`src/rtl/iram_loader.sv`:
```
// Boot loader: parses a framed byte stream into 32-bit words for the instruction RAM.
// The core is held in reset until a frame with a good checksum has loaded.
module iram_loader #(
    parameter int          DEPTH       = 1024,
    parameter logic [7:0]  SYNC_BYTE   = 8'hA5,
    parameter int          TIMEOUT_CYC = 1000000
) (
    input  logic        clk,
    input  logic        rst,
    input  logic        s_valid,
    input  logic [7:0]  s_data,
    output logic        s_ready,
    output logic        iram_we,
    output logic [31:0] iram_waddr,
    output logic [31:0] iram_wdata,
    output logic        cpu_hold,
    output logic        load_done,
    output logic        load_err
);
    localparam int AW = $clog2(DEPTH) + 1;
    localparam int TW = (TIMEOUT_CYC > 1) ? $clog2(TIMEOUT_CYC + 1) : 1;
    localparam logic [TW-1:0] T_LAST = (TIMEOUT_CYC > 0) ? TW'(TIMEOUT_CYC - 1) : '0;

    typedef enum logic [2:0] {IDLE, LEN0, LEN1, DATA, CSUM, ERR} state_t;
    state_t state, state_nxt;

    logic          accept;
    logic          timed;
    logic          tmo;
    logic          word_done;
    logic          last_word;
    logic [7:0]    len_lo;
    logic [AW-1:0] len_q;
    logic [AW-1:0] widx;
    logic [1:0]    lane;
    logic [23:0]   shreg;
    logic [7:0]    csum;
    logic [TW-1:0] tcnt;

    assign s_ready   = 1'b1;
    assign accept    = s_valid;
    assign timed     = state inside {LEN0, LEN1, DATA, CSUM};
    // A byte arriving on the terminal count wins, so tmo requires no accept.
    assign tmo       = (TIMEOUT_CYC != 0) && timed && !accept && (tcnt == T_LAST);
    assign word_done = (state == DATA) && accept && (lane == 2'd3);
    assign last_word = (widx == len_q - AW'(1));

    always_ff @(posedge clk or posedge rst) begin
        if (rst) state <= IDLE;
        else     state <= state_nxt;
    end

    always_comb begin
        state_nxt = state;
        if (tmo) begin
            state_nxt = ERR;
        end else begin
            case (state)
                IDLE: if (accept && s_data == SYNC_BYTE) state_nxt = LEN0;
                LEN0: if (accept) state_nxt = LEN1;
                LEN1: if (accept) begin
                    if ({1'b0, s_data, len_lo} > 17'(DEPTH)) state_nxt = ERR;
                    else if ({s_data, len_lo} == 16'd0)     state_nxt = CSUM;
                    else                                     state_nxt = DATA;
                end
                DATA: if (word_done && last_word) state_nxt = CSUM;
                CSUM: if (accept) state_nxt = (s_data == csum) ? IDLE : ERR;
                ERR:  state_nxt = IDLE;
                default: state_nxt = IDLE;
            endcase
        end
    end

    always_ff @(posedge clk or posedge rst) begin
        if (rst) begin
            iram_we    <= 1'b0;
            iram_waddr <= '0;
            iram_wdata <= '0;
            cpu_hold   <= 1'b1;
            load_done  <= 1'b0;
            load_err   <= 1'b0;
            len_lo     <= '0;
            len_q      <= '0;
            widx       <= '0;
            lane       <= '0;
            shreg      <= '0;
            csum       <= '0;
            tcnt       <= '0;
        end else begin
            iram_we <= 1'b0;
            if (!timed || accept)        tcnt <= '0;
            else if (TIMEOUT_CYC != 0)   tcnt <= tcnt + TW'(1);

            case (state)
                IDLE: if (accept && s_data == SYNC_BYTE) begin
                    cpu_hold  <= 1'b1;
                    load_done <= 1'b0;
                    load_err  <= 1'b0;
                    csum      <= '0;
                    widx      <= '0;
                    lane      <= '0;
                end
                LEN0: if (accept) len_lo <= s_data;
                LEN1: if (accept) len_q <= AW'({s_data, len_lo});
                DATA: if (accept) begin
                    csum <= csum + s_data;
                    lane <= lane + 2'd1;
                    if (lane == 2'd3) begin
                        iram_we    <= 1'b1;
                        iram_waddr <= 32'(widx);
                        iram_wdata <= {s_data, shreg};
                        widx       <= widx + AW'(1);
                    end else begin
                        shreg <= {s_data, shreg[23:8]};
                    end
                end
                CSUM: if (accept && s_data == csum) begin
                    load_done <= 1'b1;
                    cpu_hold  <= 1'b0;
                end
                ERR: load_err <= 1'b1;
                default: ;
            endcase
        end
    end
endmodule

```
`config.mk`:
```
export PLATFORM = sky130hd
export DESIGN_NAME = iram_loader
export DESIGN_NICKNAME = d
export VERILOG_FILES = /design/src/rtl/iram_loader.sv
export SDC_FILE = /design/constraint.sdc
export NUM_CORES = 1
export LEC_CHECK = 0
export BUFFER_PORTS_ARGS = -buffer_cell sky130_fd_sc_hd__buf_2
export CAP_MARGIN = 5
export CORE_ASPECT_RATIO = 0.9
export CORE_MARGIN = 5
export CORE_UTILIZATION = 40
export CTS_CLUSTER_SIZE = 28
export DETAILED_ROUTE_END_ITERATION = 16
export PLACE_DENSITY = 0.65
export RECOVER_POWER = 50
export SYNTH_ARGS = -nofsm -noshare
export SYNTH_HDL_FRONTEND = slang
export SYNTH_SLANG_ARGS = --single-unit
```
`constraint.sdc`:
```
create_clock -name clk -period 11.8 [get_ports clk]
set_clock_uncertainty 0.15 [all_clocks]
set_input_delay 0.59 -clock clk [delete_from_list [all_inputs] [get_ports clk]]
set_output_delay 0.59 -clock clk [all_outputs]
set_load 0.01 [all_outputs]
```
==> out/qor.yml <==
switching_share: 0.320
end_kind: "async pin"
multi_input_comb_area_um2: 2780
regArea_um2: 3350
vias: 4604
p_leak_nw: 3.39
fmax_ghz: 0.185
initial_utilization: 0.410
fin_tns_setup_ns: 0
clockBufferDepth: 2
hold_path_class: "register to register"
final_cell_mix: "nand2_1 (157), dfrtp_1 (133), clkbuf_1 (49)"
worst_slew_pin_slew_ns: 3.52
power_density_nw_per_um2: 223
seq_power_share: 0.428
violations: "max-capacitance violations, max-slew violations"
drc_errors: 0
synth_area_per_cell_um2: 9.97
drt-initial-drc-count: 324
period_needed_ns: 5.40
cts_htree_levels: 4
p_clk_frac: 0.320
r2r-end: "widx[9]"
dpl_cell_area_um2: 6760
grt_overflow_total: 0
rows: 43
portBuffers: 57
netlist_instances: 640
dr_wl_met3_um: 704
synth_area_um2: 6380
routedLengthMet1_um: 6320
synthFlopType: "dfrtp_1"
status: "complete, but fails checks"
worstPathRequired_ns: 11.37
relSlewSlack: -1.34
intPower_mw: 1.11
ir_drop_uv: 122
setup_viol: 0
n_antenna_cell: 0
async_flop_share: 1.00
routabilityCongestion: 0.833
reg2reg_depth: 6
pwr-share-comb: 0.251
reg2reg_slack_ns: 8.28
wirelength_um: 13600
worstHoldPathCells: 2
grt_pass1_wl_um: 22900
wl_per_cell_um: 15.1
core_um2: 15500
drive_above_1_share: 0.135
critPathCapture: "csum[5]"
drv_slew: 152
clkTransAtPathRegs_ns: 0.06
synth-edff-count: 0
holdBufCountCts: 0
cp.arrival_ns: 4.97
cts_buffers: 17
drv_cap: 3
final_common_cell: "nand2_1"
critPathMaxFanout: 69
p_switching_mw: 0.521
path_class: "input pin to async pin"
drtAntennaViolNets: 0
grt_max_degree: 70
synth_seq_cells: 134
grt_setup_unrepaired: "false"
layout.nets: 714
yosys.cell_types.count: 58
grt_pass1_vias: 4603
die_area_um2: 18600
drtPass1Iterations: 4
cts.sinks: 134
viasPerCell: 5.08
crit_start: "rst"
clock_latency_ns: 0.41
nFillCells: 1482
num_io_pins: 80
hold_violations: 0
finalCritPeriodShare: 0.458
cts_root_buf: "clkbuf_16"
synthToLayoutAreaGrowth_pct: 14.1
cts_tree: "built"
cts_resized: 0
antenna_found_initial: 0
design_area_um2: 7280
worstSetupStartpointType: "input pin"
post_cts_buffers: 0
synth.yosys.seq_area_share: 0.526
grt.total_usage: 0.155
wl_met2_um: 6410
rr_startpoint: "state[1]"
top_layer: "met4"
ys.warnings.count: 0
hpwlAfterDp_um: 9480
die_y_um: 130
dieWidth_um: 143
==> flip-flops by register name, indices dropped and copies added, names as in the netlist <==
register / cells
widx: 11
shreg: 24
len_q: 11
load_err: 1
iram_we: 1
len_lo: 8
iram_wdata: 32
load_done: 1
lane: 2
iram_waddr: 11
tcnt: 20
state: 3
csum: 8
cpu_hold: 1
==> per-stage QoR <==
stage / setup WS (ns) / cells / total power [mW] / hold slack (ns) / util
2_1_floorplan: 7.48 / 660 / 1.01 / 0.285 / -
3_3_place_gp: 8.29 / 874 / 1.10 / 0.305 / 0.435
3_5_place_dp: 8.17 / 874 / 1.12 / 0.310 / 0.435
4_1_cts: 8.31 / 906 / 1.65 / 0.220 / 0.473
5_1_grt: 5.16 / 906 / 1.73 / 0.335 / 0.468
6_report: 6.40 / 906 / 1.63 / 0.323 / 0.468
==> per-layer routing <==
layer  vias up  GRT usage
met3        18     0.0392
met1      2254      0.205
met4         0     0.0587
met2        99      0.249
met5         -          0
li1       2233          -
==> power by group through the flow <==
stage          combinational (mW)  clock [mW]  sequential, mW
2_1_floorplan               0.331           0           0.677
3_3_place_gp                0.404           0           0.695
3_5_place_dp                0.420           0           0.702
4_1_cts                     0.423       0.533           0.695
5_1_grt                     0.461       0.554           0.717
6_report                    0.409       0.521           0.697
==> cells by family after synthesis <==
| logic type | share of synthesized area |
|---|---|
| compound gates | 0.0661 |
| xor+xnor | 0.0585 |
| fa+ha+maj | 0.0247 |
| buf+inv | 0.0508 |
| flops | 0.526 |
| mux | 0.0722 |
| other cells | 0.00118 |
| simple gates | 0.201 |
==> area by class of cell <==
type | count | share of cell area
repair buffers | 60 | 0.0332
clock buffers | 20 | 0.0641
well taps | 202 | 0.0347
inverters | 15 | 0.00791
flip-flops and latches | 134 | 0.461
multi-input cells | 463 | 0.382
clock inverters | 12 | 0.0175
==> cell usage after synthesis (2+ instances only) <==
library cell,number,area share
xor2_1,21,0.029
nor2b_1,3,0.0029
and2_1,2,0.0020
or3_1,8,0.0078
ha_1,11,0.022
o22ai_1,7,0.0069
a41oi_1,2,0.0027
clkbuf_1,20,0.012
nor3_1,8,0.0063
o31ai_1,2,0.0024
buf_4,22,0.026
o21ai_0,23,0.018
nor3b_1,2,0.0024
dfrtp_1,133,0.52
nand3_1,14,0.011
or2_2,3,0.0029
inv_1,14,0.0082
nand4_1,8,0.0078
nand2b_1,2,0.0020
mux2_2,40,0.071
a21oi_1,12,0.0094
buf_1,2,0.0012
buf_2,4,0.0031
nor2_1,42,0.025
xnor2_1,19,0.026
and3_1,3,0.0029
nand3b_1,5,0.0059
nand2_1,158,0.093
and4_1,2,0.0027
o211ai_1,3,0.0035
conb_1,2,0.0012
nor4_1,12,0.012
nor4b_1,2,0.0027
a21o_1,4,0.0047
and3b_1,2,0.0027
==> critical path, cell delays in order <==
cell and delay (ns):
buf_2 0.10, clkinvlp_2 1.64, clkbuf_1 2.59
==> worst min path at each step <==
| stage | startpoint | end |
|---|---|---|
| floorplan | shreg[0] | iram_wdata[0] |
| global placement | iram_wdata[10] | iram_wdata[10] |
| detailed placement | iram_wdata[14] | iram_wdata[14] |
| CTS | rst | iram_wdata[23] |
| global route | s_data[6] | iram_wdata[30] |
| finish | shreg[0] | iram_wdata[0] |
Note: power is estimated with default switching activity, not from simulation.
